===== src/rtl/bp_cfg_loader.sv =====
// Boot-time configuration loader: freezes each core, writes its core id and CCE microcode
// from a synchronous ROM, then unfreezes every core and raises done_o.
module bp_cfg_loader #(
  parameter int unsigned num_core_p              = 1,
  parameter int unsigned num_cce_instr_ram_els_p = 256,
  parameter int unsigned cfg_core_width_p        = 8,
  parameter int unsigned cfg_addr_width_p        = 16,
  parameter int unsigned cfg_data_width_p        = 32,
  localparam int unsigned rom_addr_width_lp =
    (num_cce_instr_ram_els_p > 1) ? $clog2(num_cce_instr_ram_els_p) : 1,
  localparam int unsigned core_cnt_width_lp = (num_core_p > 1) ? $clog2(num_core_p) : 1
) (
  input  logic                         clk_i,
  input  logic                         reset_i,
  output logic [rom_addr_width_lp-1:0] rom_addr_o,
  input  logic [cfg_data_width_p-1:0]  rom_data_i,
  output logic                         cfg_v_o,
  output logic [cfg_core_width_p-1:0]  cfg_core_o,
  output logic [cfg_addr_width_p-1:0]  cfg_addr_o,
  output logic [cfg_data_width_p-1:0]  cfg_data_o,
  input  logic                         cfg_ready_i,
  output logic                         done_o
);

  typedef enum logic [2:0] {
    e_reset,
    e_freeze,
    e_core_id,
    e_rom_rd,
    e_ucode,
    e_unfreeze,
    e_done
  } state_e;

  state_e                         state_q, state_d;
  logic [core_cnt_width_lp-1:0]   core_cnt_q, core_cnt_d;
  logic [rom_addr_width_lp-1:0]   instr_cnt_q, instr_cnt_d;
  logic [cfg_data_width_p-1:0]    word_q, word_d;
  logic                           ucode_first_q, ucode_first_d;

  logic hs;
  logic instr_last;
  logic core_last;

  assign hs         = cfg_v_o & cfg_ready_i;
  assign instr_last = (instr_cnt_q == rom_addr_width_lp'(num_cce_instr_ram_els_p - 1));
  assign core_last  = (core_cnt_q == core_cnt_width_lp'(num_core_p - 1));

  // Outputs decode only registered state, so cfg_v_o never follows cfg_ready_i.
  always_comb begin
    cfg_v_o    = 1'b0;
    cfg_core_o = '0;
    cfg_addr_o = '0;
    cfg_data_o = '0;
    rom_addr_o = '0;
    done_o     = 1'b0;
    unique case (state_q)
      e_freeze: begin
        cfg_v_o    = 1'b1;
        cfg_core_o = cfg_core_width_p'(core_cnt_q);
        cfg_addr_o = cfg_addr_width_p'(16'h0000);
        cfg_data_o = cfg_data_width_p'(1);
      end
      e_core_id: begin
        cfg_v_o    = 1'b1;
        cfg_core_o = cfg_core_width_p'(core_cnt_q);
        cfg_addr_o = cfg_addr_width_p'(16'h0001);
        cfg_data_o = cfg_data_width_p'(core_cnt_q);
      end
      e_rom_rd: begin
        rom_addr_o = instr_cnt_q;
      end
      e_ucode: begin
        cfg_v_o    = 1'b1;
        rom_addr_o = instr_cnt_q;
        cfg_core_o = cfg_core_width_p'(core_cnt_q);
        cfg_addr_o = cfg_addr_width_p'(16'h8000) | cfg_addr_width_p'(instr_cnt_q);
        // The ROM word arrives on the entry cycle; after that the captured copy is used.
        cfg_data_o = ucode_first_q ? rom_data_i : word_q;
      end
      e_unfreeze: begin
        cfg_v_o    = 1'b1;
        cfg_core_o = cfg_core_width_p'(core_cnt_q);
        cfg_addr_o = cfg_addr_width_p'(16'h0000);
        cfg_data_o = '0;
      end
      e_done: begin
        done_o = 1'b1;
      end
      default: ;
    endcase
  end

  always_comb begin
    state_d       = state_q;
    core_cnt_d    = core_cnt_q;
    instr_cnt_d   = instr_cnt_q;
    word_d        = ucode_first_q ? rom_data_i : word_q;
    ucode_first_d = (state_q == e_rom_rd);
    unique case (state_q)
      e_reset: begin
        state_d     = e_freeze;
        core_cnt_d  = '0;
        instr_cnt_d = '0;
      end
      e_freeze: begin
        if (hs) state_d = e_core_id;
      end
      e_core_id: begin
        if (hs) state_d = e_rom_rd;
      end
      e_rom_rd: begin
        state_d = e_ucode;
      end
      e_ucode: begin
        if (hs) begin
          if (!instr_last) begin
            instr_cnt_d = instr_cnt_q + 1'b1;
            state_d     = e_rom_rd;
          end else begin
            instr_cnt_d = '0;
            if (!core_last) begin
              core_cnt_d = core_cnt_q + 1'b1;
              state_d    = e_freeze;
            end else begin
              core_cnt_d = '0;
              state_d    = e_unfreeze;
            end
          end
        end
      end
      e_unfreeze: begin
        if (hs) begin
          if (!core_last) begin
            core_cnt_d = core_cnt_q + 1'b1;
          end else begin
            core_cnt_d = '0;
            state_d    = e_done;
          end
        end
      end
      e_done: ;
      default: state_d = e_reset;
    endcase
  end

  always_ff @(posedge clk_i) begin
    if (reset_i) begin
      state_q       <= e_reset;
      core_cnt_q    <= '0;
      instr_cnt_q   <= '0;
      word_q        <= '0;
      ucode_first_q <= 1'b0;
    end else begin
      state_q       <= state_d;
      core_cnt_q    <= core_cnt_d;
      instr_cnt_q   <= instr_cnt_d;
      word_q        <= word_d;
      ucode_first_q <= ucode_first_d;
    end
  end

endmodule


===== config.mk =====
export PLATFORM = sky130hd
export DESIGN_NAME = bp_cfg_loader
export DESIGN_NICKNAME = d
export VERILOG_FILES = /design/src/rtl/bp_cfg_loader.sv
export SDC_FILE = /design/constraint.sdc
export NUM_CORES = 1
export LEC_CHECK = 0
export ABC_AREA = 1
export BUFFER_PORTS_ARGS = -buffer_cell sky130_fd_sc_hd__buf_2
export CAP_MARGIN = 20
export CORE_MARGIN = 10
export CORE_UTILIZATION = 41
export CTS_CLUSTER_SIZE = 14
export DETAILED_ROUTE_END_ITERATION = 12
export PLACE_DENSITY = 0.75
export SLEW_MARGIN = 20
export SYNTH_ARGS = -nofsm -noshare
export SYNTH_HDL_FRONTEND = slang
export SYNTH_SLANG_ARGS = --single-unit

===== constraint.sdc =====
create_clock -name clk_i -period 1.2 [get_ports clk_i]
set_clock_uncertainty 0.05 [all_clocks]
set_input_delay 0 -clock clk_i [delete_from_list [all_inputs] [get_ports clk_i]]
set_output_delay 0 -clock clk_i [all_outputs]
set_load 0.1 [all_outputs]

==> results.md, run 1 <==
- Chip height: just over 90 µm
- Distinct cell type count after synthesis: 22
- Max Buffers Root-to-Sink: 2
- Post-GRT worst EP: rom_addr_o[0]
- Yosys reg bits: 44
- Largest net degree at the start of global routing: 39
- Sinks on Clock Net: 44
- CTS buffer count: 5
- Chip Width: between 90 and 100 µm
- Htree depth: 2
- Ys Warns: 0
- Mapped Avg Cell Area: 7.57 µm²
- Root Buffer: clkbuf_8
- Outcome: aborted with a tool error
- Worst EP Category: output port
- GPL Wtd Cong: a little under 0.9
- Initial Utilization: 41.9%
- Last stage: 5_1_grt
- Synthesized instance count: 279
- Rows: 26
- I/O Pins: 101
- Synthesized area: 2110 µm²
- Sequential element share of the synthesized area: 41.7%
- Run Error: [ERROR DPL-0038] Utilization greater than 100%, impossible to legalize
- Placement Setup Slack: -185 ps
- Post-DP HPWL: 5.61 mm
- Number of port buffers: 85
## synthesized netlist by cell type
| cell type | n | area share, % |
|---|---|---|
| a21oi_1 | 6 | 1.4 |
| ha_1 | 1 | 0.59 |
| o21ai_0 | 5 | 1.2 |
| buf_4 | 15 | 5.3 |
| conb_1 | 1 | 0.18 |
| clkbuf_1 | 6 | 1.1 |
| nor2_4 | 1 | 0.53 |
| nand2_1 | 28 | 5.0 |
| nand2_2 | 1 | 0.30 |
| a21o_1 | 1 | 0.36 |
| nor2_1 | 90 | 16 |
| nand3_1 | 12 | 2.8 |
| mux2i_1 | 32 | 15 |
| inv_2 | 2 | 0.36 |
| o22ai_1 | 1 | 0.30 |
| buf_1 | 1 | 0.18 |
| nand4_1 | 2 | 0.59 |
| xor2_1 | 3 | 1.2 |
| o21ai_4 | 1 | 0.77 |
| inv_1 | 21 | 3.7 |
| buf_2 | 5 | 1.2 |
| dfxtp_1 | 44 | 42 |
## stage by stage
stage                     TNS (ps)  instance area, µm²  hold WS, ps  utilization, %  instances
after floorplan             -27460                2510          131               -        293
after global placement       -2170                3850          224            76.3        448
after detailed placement     -3080                3850          237            76.3        448
after CTS                   -16410                4840         9.22            96.0        500
## logic make-up after synthesis
kind of cell    Yosys count  synth area share [%]
compound gates           14                  4.03
xor+xnor                  3                  1.24
fa+ha+maj                 1                 0.592
buf+inv                  50                  11.8
flops                    44                  41.7
mux                      32                  15.2
other cells               1                 0.178
simple gates            134                  25.2
## what timing repair did
| action | 4_1_cts |
|---|---|
| hold buffers | 28 |
| gates cloned | 1 |
| endpoints found under the setup margin | 63 |
| gates resized for setup | 91 |
| buffers inserted | 15 |
| pin swaps | 19 |
| hold endpoints to repair | 33 |
==> run 2: changes to the inputs <==
--- a/config.mk
+++ b/config.mk
@@ -9,10 +9,9 @@
 export BUFFER_PORTS_ARGS = -buffer_cell sky130_fd_sc_hd__buf_2
 export CAP_MARGIN = 20
 export CORE_MARGIN = 10
-export CORE_UTILIZATION = 41
-export CTS_CLUSTER_SIZE = 14
+export CORE_UTILIZATION = 40
 export DETAILED_ROUTE_END_ITERATION = 12
-export PLACE_DENSITY = 0.75
+export PLACE_DENSITY_LB_ADDON = 0.15
 export SLEW_MARGIN = 20
 export SYNTH_ARGS = -nofsm -noshare
 export SYNTH_HDL_FRONTEND = slang
==> constraint.sdc (replaced) <==
create_clock -name clk_i -period 1.6 [get_ports clk_i]
set_clock_uncertainty 0.05 [all_clocks]
set_input_delay 0 -clock clk_i [delete_from_list [all_inputs] [get_ports clk_i]]
set_output_delay 0 -clock clk_i [all_outputs]
set_load 0.1 [all_outputs]
==> results.md, run 2 <==
- Outcome: complete, but fails checks (was aborted with a tool error)
- Violated checks: negative setup slack
- Power Density: 743 nW/µm²
- I/O Pins: 101 (unchanged)
- CP Data Arrival Time: 1600 ps
- Asr flop ratio synth: 0% (unchanged)
- Min-delay worst type: in -> reg
- Hold Vio Cnt, Final: 0
- FF/Latch Area: 888 µm²
- Nets: 443
- Max FFs per register: 32
- Final setup violating endpoints: 3
- Endpoint class of the critical path: output port
- GRT Total Usage: 16.9%
- Largest Register: word_q
- Initial DRC count: 130
- Distinct cell type count after synthesis: 22 (unchanged)
- CTS tree: built
- Worst-Skew Late Latency: 290 ps
- Clock transition at the registers of the reported paths: 90 ps
- Crit Path Max Fanout: 15
- Via count: 2406
- Initial Utilization: 41.4% (was 41.9%)
- Vias in the first global route: ~2400
- VDD IR max: 0.000690 V
- Synthesized area: 2110 µm² (unchanged)
- RSZ-0062 raised after global routing: yes
- Most frequent cells in the layout: buf_12, nor2_1, nor2_4
- Max Freq: 606 MHz
- Crit path time final: 1650 ps
- Fin. max-slew vios: 0
- Drt drc: 0
- Part of the power in registers: roughly 36%
- Wire per inst: 20.8 µm
- Largest regs: word_q (32), instr_cnt_q (8), state_q (3)
- Lkg Pwr: around 1.7 nW
- Htree depth: 2 (unchanged)
- Most common cell after layout, fill and taps aside: buf_12
- Synthesized instance count: 279 (unchanged)
- Share of cells above drive strength 1: 48.5%
- Crit-path max cell delay: between 400 and 500 ps
- Total power: 0.00330 W
- Top cells by area, synth: dfxtp_1, nor2_1, mux2i_1, buf_4, nand2_1 (unchanged)
- Combinational power share: 36.2%
- Yosys reg bits: 44 (unchanged)
- Critical Path Source Type: flop
- Crit path required time: 1550 ps
- Synth cell count leaders: nor2_1, dfxtp_1, mux2i_1 (unchanged)
- Area delta synth->final: 110%
- Root Buffer: clkbuf_8 (unchanged)
- Number of port buffers: 85 (unchanged)
- Crit-path slowest cell: dfxtp_2
- Critical-path cell list: clkbuf_16 -> mux2i_1 -> nor2_2 -> buf_12
- Antenna-violating nets left: 0
- CTS buffer count: 5 (unchanged)
- Crit Path Category: reg -> out
- Number of synthesized flops with an enable pin: 0 (unchanged)
- Total routed wirelength: 9.99 mm
- Area leader, netlist: dfxtp_1 (unchanged)
- Sw power: 0.00122 W
- DR vias/cell: 5.01
- Max_cap viols: 0
- Drt first pass iters: 4
- Most common cell in the netlist: nor2_1 (unchanged)
- Sequential element share of the synthesized area: 41.7% (unchanged)
- Fin Setup TNS: -62.7 ps
- Chip Width: 92.7 µm (was 91.8 µm)
- Ys flop type: dfxtp_1 (unchanged)
- Clock Power Share: between 20 and 30%
- Core Util, Final: 87.0%
- Fin crit share: 103%
- Sw Ratio: 37.0%
- Post-DP HPWL: 4.98 mm (was 5.61 mm)
- Chip height: 92.7 µm (was 91.8 µm)
- First-pass GRT wire length: 11.8 mm
- Core box area: 5110 µm²
- Max Buffers Root-to-Sink: 2 (unchanged)
- Largest net degree at the start of global routing: 32
- Final WS setup: -51.4 ps
- Share of the synthesized area in the top cell type: 41.7% (unchanged)
- Rows: 26 (unchanged)
- FILL cells: 224
- Die area: 8590 µm²
- Multi-input logic area: 1490 µm²
- Internal: about 0.0021 W
- Mapped Avg Cell Area: 7.57 µm² (unchanged)
- Initial antenna violation count: 1
- GPL Wtd Cong: 0.929 (was 0.889)
- Final global-route overflow total: 0
- Ys Warns: 0 (unchanged)
- Sinks on Clock Net: 44 (unchanged)
-- run 2: cell counts after synthesis --
No cell type changed its count.
-- run 2: worst paths after layout --
| check | from | end | slack, ps | cells past startpoint |
|---|---|---|---|---|
| worst min register to register | instr_cnt_q[0]$_SDFFE_PP0P_ | instr_cnt_q[0]$_SDFFE_PP0P_ | 460 | 2 |
| worst max register to register | instr_cnt_q[0]$_SDFFE_PP0P_ | state_q[2]$_SDFFE_PP0P_ | 100 | 7 |
| worst min-delay path | rom_data_i[22] | word_q[22]$_SDFF_PP0_ | 2 | 3 |
| worst max-delay path | ucode_first_q$_SDFF_PP0_ | cfg_data_o[27] | -50 | 4 |
-- run 2: critical path, delay by kind of cell, from the launching register on --
kind	cells	cell delay [ps]
multiplexers	1	370
AND/OR/NAND/NOR	1	100
flip-flops	1	420
buffers and inverters	2	430
-- run 2: final cells by class --
| cell class | instances | share of cell area [%] |
|---|---|---|
| Inverter | 23 | 2.03 |
| Tap cell | 70 | 1.97 |
| Multi-Input combinational cell | 199 | 33.6 |
| Clock buffer | 6 | 1.86 |
| Antenna cell | 2 | 0.113 |
| Clock inverter | 2 | 0.873 |
| Timing Repair Buffer | 134 | 39.5 |
| Sequential cell | 44 | 20.0 |
-- run 2: power by group through the flow --
stage	sequential [W]	clock (W)	combinational [W]
after detailed placement	0.00120	0	0.000960
after global placement	0.00120	0	0.000951
final	0.00119	0.000920	0.00119
after CTS	0.00117	0.000908	0.00107
after floorplan	0.00121	0	0.000703
after global routing	0.00119	0.000972	0.00124
-- run 2: cells by family (layout without fill, tap and decap cells) --
logic type	Yosys count	in the layout	share of synthesized area (%)
and+or+nand+nor	134	134	25.2
xor gates and xnor gates	3	3	1.24
AOI/OAI and AO/OA	14	14	4.03
other	1	17	0.178
adders and majority gates	1	1	0.592
DFF	44	44	41.7
buffers and inverters	50	165	11.8
muxes	32	32	15.2
-- run 2: metal layers --
metal / vias up / track usage (%) / routed length [µm]
met5: - / 0 / 0
met4: 0 / 3.47 / 360
met3: 20 / 4.28 / 477
met2: 98 / 33.1 / 5580
met1: 1179 / 17.6 / 3560
li1: 1109 / - / -
-- run 2: per-stage QoR --
stage	cell area [µm²]	instances	setup WS [ps]	hold slack, ps
global route	4440	480	-93.5	-17.6
CTS	4100	473	-21.7	15.2
global placement	3580	430	170	227
floorplan	2400	293	-292	134
finish	4440	480	-51.4	2.13
detailed placement	3580	430	128	236
-- run 2: timing repair --
action / CTS / global route
setup endpoints to repair: 40 / 41
cloned: 1 / 3
pin swaps: 3 / 14
buffers inserted: 2 / 2
hold buffers: 32 / 0
endpoints found under the hold margin: 31 / 0
resized for setup: 6 / 54
(Power assumes the default switching activity.)
